==> src/rtl/muldiv_pkg.sv <==
// muldiv_pkg: shared types for the HI/LO mul/div scheduler.
// Op encodings, FSM states and the magnitude helper.
package muldiv_pkg;

  localparam int XLEN = 32;

  localparam logic [1:0] MD_MULT  = 2'b00;
  localparam logic [1:0] MD_MULTU = 2'b01;
  localparam logic [1:0] MD_DIV   = 2'b10;
  localparam logic [1:0] MD_DIVU  = 2'b11;

  typedef enum logic [1:0] {
    IDLE,
    MUL,
    DIV,
    DONE
  } md_state_e;

  function automatic logic [XLEN-1:0] md_abs(
    input logic [XLEN-1:0] v,
    input logic            neg
  );
    return neg ? -v : v;
  endfunction

endpackage

==> src/rtl/muldiv_sched_if.sv <==
// muldiv_sched_if: EX-stage <-> mul/div scheduler bundle.
// master = EX side, slave = scheduler.
interface muldiv_sched_if;
  import muldiv_pkg::*;

  logic            start;
  logic [1:0]      op;
  logic [XLEN-1:0] src_a;
  logic [XLEN-1:0] src_b;
  logic            flush;
  logic            ex_stall;
  logic            stall_req;
  logic            done;
  logic [XLEN-1:0] hi;
  logic [XLEN-1:0] lo;
  logic            busy;

  modport master (
    output start, op, src_a, src_b, flush, ex_stall,
    input  stall_req, done, hi, lo, busy
  );

  modport slave (
    input  start, op, src_a, src_b, flush, ex_stall,
    output stall_req, done, hi, lo, busy
  );

endinterface

==> src/rtl/muldiv_sched_div_iter.sv <==
// div_iter: radix-2 restoring divider datapath, one bit per step.
// quo/rem present the post-step values of the current state.
module div_iter
  import muldiv_pkg::*;
(
  input  logic            clk,
  input  logic            resetn,
  input  logic            load,
  input  logic            step,
  input  logic [XLEN-1:0] dividend,
  input  logic [XLEN-1:0] divisor,
  output logic [XLEN-1:0] quo,
  output logic [XLEN-1:0] rem
);

  logic [XLEN-1:0] q_r;
  logic [XLEN-1:0] r_r;
  logic [XLEN-1:0] d_r;
  logic [XLEN:0]   sh;
  logic [XLEN:0]   diff;

  // rem < divisor holds, so the shifted value fits XLEN+1 bits
  always_comb begin
    sh   = {r_r, q_r[XLEN-1]};
    diff = sh - {1'b0, d_r};
    quo  = {q_r[XLEN-2:0], ~diff[XLEN]};
    rem  = diff[XLEN] ? sh[XLEN-1:0] : diff[XLEN-1:0];
  end

  always_ff @(posedge clk or negedge resetn) begin
    if (!resetn) begin
      q_r <= '0;
      r_r <= '0;
      d_r <= '0;
    end else if (load) begin
      q_r <= dividend;
      r_r <= '0;
      d_r <= divisor;
    end else if (step) begin
      q_r <= quo;
      r_r <= rem;
    end
  end

endmodule

==> src/rtl/muldiv_sched.sv <==
// muldiv_sched: multi-cycle HI/LO mul/div scheduler with EX stall.
// MULDIV_DIV0_FAST_EN: divide by zero completes straight from IDLE.
module muldiv_sched
  import muldiv_pkg::*;
#(
  parameter int MUL_CYCLES = 2,
  parameter int DIV_ITERS  = 32
) (
  input logic           clk,
  input logic           resetn,
  muldiv_sched_if.slave md
);

  localparam int CW = 6;

  md_state_e       state, nstate;
  logic [CW-1:0]   cnt;
  logic [XLEN-1:0] mag_a, mag_b;
  logic            sign_a, sign_b;
  logic [XLEN-1:0] hi_r, lo_r;
  logic            sgn_op, in_neg_a, in_neg_b;
  logic            load, fast0, last;
  logic [XLEN-1:0] in_abs_a, in_abs_b;
  logic [2*XLEN-1:0] prod, prod_s;
  logic [XLEN-1:0] quo, rem, quo_s, rem_s;

  assign sgn_op   = ~md.op[0];
  assign in_neg_a = sgn_op & md.src_a[XLEN-1];
  assign in_neg_b = sgn_op & md.src_b[XLEN-1];
  assign in_abs_a = md_abs(md.src_a, in_neg_a);
  assign in_abs_b = md_abs(md.src_b, in_neg_b);
  assign load     = (state == IDLE) & md.start & ~md.flush;

`ifdef MULDIV_DIV0_FAST_EN
  assign fast0 = md.op[1] & ~|md.src_b;
`else
  assign fast0 = 1'b0;
`endif

  always_comb begin
    last = 1'b0;
    unique case (1'b1)
      state == MUL: last = cnt == CW'(MUL_CYCLES - 1);
      state == DIV: last = cnt == CW'(DIV_ITERS - 1);
      default:      last = 1'b0;
    endcase
  end

  // sign_a/sign_b are only ever set for signed ops
  assign prod   = (2*XLEN)'(mag_a) * (2*XLEN)'(mag_b);
  assign prod_s = (sign_a ^ sign_b) ? -prod : prod;
  assign quo_s  = (sign_a ^ sign_b) ? -quo : quo;
  assign rem_s  = sign_a ? -rem : rem;

  div_iter u_div (
    .clk      (clk),
    .resetn   (resetn),
    .load     (load),
    .step     (state == DIV),
    .dividend (in_abs_a),
    .divisor  (in_abs_b),
    .quo      (quo),
    .rem      (rem)
  );

  always_comb begin
    nstate = state;
    unique case (state)
      IDLE: if (load) nstate = fast0 ? DONE : (md.op[1] ? DIV : MUL);
      MUL:  if (last) nstate = DONE;
      DIV:  if (last) nstate = DONE;
      DONE: if (!md.ex_stall) nstate = IDLE;
      default: nstate = IDLE;
    endcase
    if (md.flush) nstate = IDLE;
  end

  always_ff @(posedge clk or negedge resetn) begin
    if (!resetn) begin
      state  <= IDLE;
      cnt    <= '0;
      mag_a  <= '0;
      mag_b  <= '0;
      sign_a <= 1'b0;
      sign_b <= 1'b0;
      hi_r   <= '0;
      lo_r   <= '0;
    end else begin
      state <= nstate;
      cnt   <= (nstate != state) ? '0 : cnt + CW'(1);
      if (load) begin
        mag_a  <= in_abs_a;
        mag_b  <= in_abs_b;
        sign_a <= in_neg_a;
        sign_b <= in_neg_b;
      end
      if (!md.flush) begin
        if (state == MUL && last) begin
          hi_r <= prod_s[2*XLEN-1:XLEN];
          lo_r <= prod_s[XLEN-1:0];
        end
        if (state == DIV && last) begin
          hi_r <= rem_s;
          lo_r <= quo_s;
        end
        if (load && fast0) begin
          hi_r <= md.src_a;
          lo_r <= '1;
        end
      end
    end
  end

  assign md.done      = (state == DONE) & ~md.flush;
  assign md.stall_req = md.start & (state != DONE) & ~md.flush;
  assign md.busy      = state != IDLE;
  assign md.hi        = hi_r;
  assign md.lo        = lo_r;

endmodule
==> src/flat_wrapper.sv <==
// flat-port wrapper written by rule: the top's interface ports become plain ports
module muldiv_sched_flat import muldiv_pkg::*;
#(
  parameter int MUL_CYCLES = 2,
  parameter int DIV_ITERS  = 32
)
  (clk, resetn, md_start, md_op, md_src_a, md_src_b, md_flush, md_ex_stall, md_stall_req, md_done, md_hi, md_lo, md_busy);
  muldiv_sched_if md_i ();
  input logic clk;
  input logic resetn;
  input wire logic [$bits(md_i.start)-1:0] md_start;
  input wire logic [$bits(md_i.op)-1:0] md_op;
  input wire logic [$bits(md_i.src_a)-1:0] md_src_a;
  input wire logic [$bits(md_i.src_b)-1:0] md_src_b;
  input wire logic [$bits(md_i.flush)-1:0] md_flush;
  input wire logic [$bits(md_i.ex_stall)-1:0] md_ex_stall;
  output wire logic [$bits(md_i.stall_req)-1:0] md_stall_req;
  output wire logic [$bits(md_i.done)-1:0] md_done;
  output wire logic [$bits(md_i.hi)-1:0] md_hi;
  output wire logic [$bits(md_i.lo)-1:0] md_lo;
  output wire logic [$bits(md_i.busy)-1:0] md_busy;
  assign md_i.start = md_start;
  assign md_i.op = md_op;
  assign md_i.src_a = md_src_a;
  assign md_i.src_b = md_src_b;
  assign md_i.flush = md_flush;
  assign md_i.ex_stall = md_ex_stall;
  assign md_stall_req = md_i.stall_req;
  assign md_done = md_i.done;
  assign md_hi = md_i.hi;
  assign md_lo = md_i.lo;
  assign md_busy = md_i.busy;
  muldiv_sched #(.MUL_CYCLES(MUL_CYCLES), .DIV_ITERS(DIV_ITERS)) u_core (.clk(clk), .resetn(resetn), .md(md_i));
endmodule
==> config.mk <==
export PLATFORM = sky130hd
export DESIGN_NAME = muldiv_sched_flat
export DESIGN_NICKNAME = d
export VERILOG_FILES = /design/src/rtl/muldiv_pkg.sv /design/src/rtl/muldiv_sched_if.sv /design/src/rtl/muldiv_sched_div_iter.sv /design/src/rtl/muldiv_sched.sv /design/src/flat_wrapper.sv
export SDC_FILE = /design/constraint.sdc
export NUM_CORES = 2
export LEC_CHECK = 0
export BUFFER_PORTS_ARGS = -buffer_cell sky130_fd_sc_hd__buf_2
export CAP_MARGIN = 20
export CORE_MARGIN = 3
export CORE_UTILIZATION = 60
export DETAILED_ROUTE_END_ITERATION = 12
export PLACE_DENSITY = 0.8
export SLEW_MARGIN = 10
export SYNTH_ARGS = -nofsm -noshare
export SYNTH_HDL_FRONTEND = slang
export SYNTH_SLANG_ARGS = --single-unit
==> constraint.sdc <==
create_clock -name clk -period 8.1 [get_ports clk]
set_input_delay 1.62 -clock clk [delete_from_list [all_inputs] [get_ports clk]]
set_output_delay 1.62 -clock clk [all_outputs]
set_load 0.01 [all_outputs]
==> summary by stage <==
Run status
The flow ran to the end, but the final reports show violations. The final reports fail on negative setup slack.

Floorplanning
The total number of placement rows is 105. The die span in x is 295 µm. The floorplan step defined a die boundary enclosing 0.0871 mm². The die outline height is 295 µm. The top-level I/O count is 138. The initial utilization of the core area, before any placement, comes to 0.609. The core region is 0.0824 mm².

Timing
The post-route setup TNS is -15000 ps. The hold violation total from the final report is 0. Setup repair after global routing could not meet its margin everywhere. At the pin with the least slew margin, the transition time is 1080 ps. Setup violations remaining at the end of the flow were counted as 39. The count of pins over their slew limit is 0. The normalized max-slew margin is 0.277.

Based on the critical path, the design can be clocked at up to 114 MHz. The worst path setup slack after routing is -671 ps. The worst path in the final design needs a cycle of 8770 ps, including I/O delays and setup. The clock arrives with 17.1 ps of skew. In the finished design, the share of the clock period the worst path needs comes to 1.08.

Finish
Of the cells placed in the final design, the portion with a size suffix greater than 1 is 0.200. The relative area change from synthesis to final layout is 19.9%. The post-route core utilization is 0.730.

After routing the design area is 0.0601 mm². At the end of the flow, the number of nets in the layout was 7693.

Detailed routing
The final routed wire length divided by cell count is 21.9 µm. In the routed design, unresolved DRC markers number 0. The post-detailed-routing wire length is 165000 µm. The average via count per standard cell is 6.06.

Before antenna repair, the detailed router went through 5 iterations. The detailed router finished its first iteration with 4308 violations. The detailed router placed 45.5k vias in this run. In this run the remaining antenna-violating nets after routing total 0.

CTS
The number of hold buffers added after cts is 0. The TritonCTS clock tree is yes. The clock transition at the register clock pins on the worst setup and hold paths after CTS is 70 ps. The number of H-tree levels is 1. The cell sitting at the root of the clock tree is a clkbuf_16. The maximum root-to-sink buffer count is 3.

The number of clock sinks seen by CTS is 202. Clock tree synthesis inserted a total of 25 buffers. The clock latency of the later-clocked register in the worst-skew pair is 590 ps.

Logic synthesis
Ranked by instance count, the synthesized netlist is headed by 946 x inv_1, 897 x fa_1, 745 x nand2_1, 615 x and2_1, 306 x ha_1. For this run, the leading register cell type out of synthesis is dfrtp_1. The fraction of the yosys area taken by sequential cells is 0.101.

The synthesized netlist occupies a cell area of 0.0501 mm². By area the synthesized netlist is led by fa_1 36%, dfrtp_1 10%, and2_1 7.7%, ha_1 7.6%, inv_1 7.1%. The net count after synthesis is 7165. Of the post-synthesis cell area, the dominant cell type holds 0.358.

The distinct cell type count after synthesis is 107. The most frequent cell after synthesis is inv_1. The number of cells produced by synthesis is 5891.

A synthesized cell averages 8.51 µm². The total of flip-flops plus latches after synthesis is 202. In the synthesized netlist the async set-or-reset flop fraction comes to 1.00.

The number of enable flip-flop cells after synthesis is 0. During synthesis, Yosys emitted a total of 0 warnings. Of all cell types, the one taking the most synthesized area is fa_1.

Worst setup path
For the worst setup path, the data arrival time is 9230 ps. The cell with the most instances on the worst path is fa_1. The critical path starts at u_core.mag_a[12]. The highest fanout seen on the critical path is 7. The critical path in this run is classified as reg -> reg.

The startpoint of the most critical register-to-register path is u_core.mag_a[12]. The worst setup path is launched from a flop. The largest stage delay on the critical path is 640 ps.

The slowest stage of the critical path is the fa_1 cell. The endpoint required time on the critical path is 8560 ps. The worst setup path is captured at a flop.

Global route
The all-layer global routing usage is 0.373. The first global-routing pass estimated 256000 µm of wire. The initial antenna violation count came to 6.

The largest net degree at the start of global routing is 164. Summed over all layers, the global routing overflow is 0. The number of global-route vias before repair is 46.8k.

Hold path
The startpoint of the worst hold path is u_core.md.lo[12]. The path class of the tightest hold or removal check is reg -> reg.

Run
The tool flagged a number of max-cap violations equal to 0.

Place
The post-detailed-placement cell area is 0.0561 mm². The final HPWL from detailed placement is 131000 µm. Routability-driven placement finished with a final weighted congestion of 1.01. Prior to clock tree synthesis, the placed netlist has a worst setup slack of -672 ps. The number of port buffers is 137.
per-stage QoR:
| step | cells | hold WS (ps) |
|---|---|---|
| detailed placement | 7349 | 459 |
| floorplan | 5891 | 454 |
| global placement | 7348 | 446 |
| global route | 7509 | 491 |
| finish | 7512 | 472 |
| CTS | 7466 | 473 |
registers in the layout, summed over array words and instances, names as in the netlist:
signal,flops
u_core.sign_a,1
u_core.cnt,6
u_core.mag_b,32
u_core.state,2
u_core.sign_b,1
u_core.u_div.q_r,32
u_core.md.lo,32
u_core.md.hi,32
u_core.u_div.r_r,32
u_core.mag_a,32
worst max-delay path, delay by kind of cell, from the launching register on:
| family | cells | cell delay (ps) |
|---|---|---|
| AO/OA/AOI/OAI | 7 | 1470 |
| AND/OR/NAND/NOR | 5 | 1090 |
| adder cells (fa/ha/maj) | 9 | 4380 |
| flip-flops | 1 | 480 |
| buffers and inverters | 7 | 940 |
| XOR/XNOR | 1 | 270 |
per-layer routing:
layer  GRT usage  up-vias  wire length [µm]
met5           0        -                38
met4       0.142        6              8630
met3      0.0746      552             17000
met2       0.599     2491             75400
met1       0.504    22765             63700
li1            -    19725                 -
worst paths after layout:
check / endpoint / slack [ps] / cells after the start
max: u_core.md.hi[27] / -670 / 29
min: u_core.md.lo[12] / 470 / 2
max reg2reg: u_core.md.hi[27] / -670 / 29
min reg2reg: u_core.md.lo[12] / 470 / 2
max in group asynchronous: u_core.mag_b[5] / 5790 / 2
min in group asynchronous: u_core.u_div.r_r[16] / 970 / 1
cell families after synthesis:
family | count (synthesis) | synth area share
compound gates | 910 | 0.115
buf+inv | 1289 | 0.0977
fa+ha+maj | 1203 | 0.434
flops | 202 | 0.101
simple gates | 2026 | 0.205
xor+xnor | 217 | 0.0379
mux | 44 | 0.00916
area by class of cell:
cell class,instances,area (µm²)
well taps,1070,1340
diodes,4,10.0
clock inverters,18,224
fillers,5588,22300
clock buffers,28,657
flip-flops and latches,202,5080
multi-input cells,4400,42200
repair buffers,842,7000
inverters,948,3560
what timing repair did:
action | CTS | global route
setup endpoints to repair | 42 | 47
gates resized for setup | 297 | 208
cloned | 3 | 1
endpoints found under the hold margin | 0 | 0
setup buffers | 72 | 47
pin swaps | 133 | 163
placed cells by master (no fill, tap or decap), drive strengths merged, types with 40 or more instances in the layout:
cell,n
a211oi,72
a21oi,273
and2,618
buf,840
dfrtp,202
fa,897
ha,306
inv,950
nand2,747
nand3,55
nand4,45
nor2,266
nor3,64
nor4,40
o21ai,261
xnor2,121
xor2,96
Power is not shown: default switching activity piles up to over one toggle a cycle in this logic, so the estimate is an artifact.
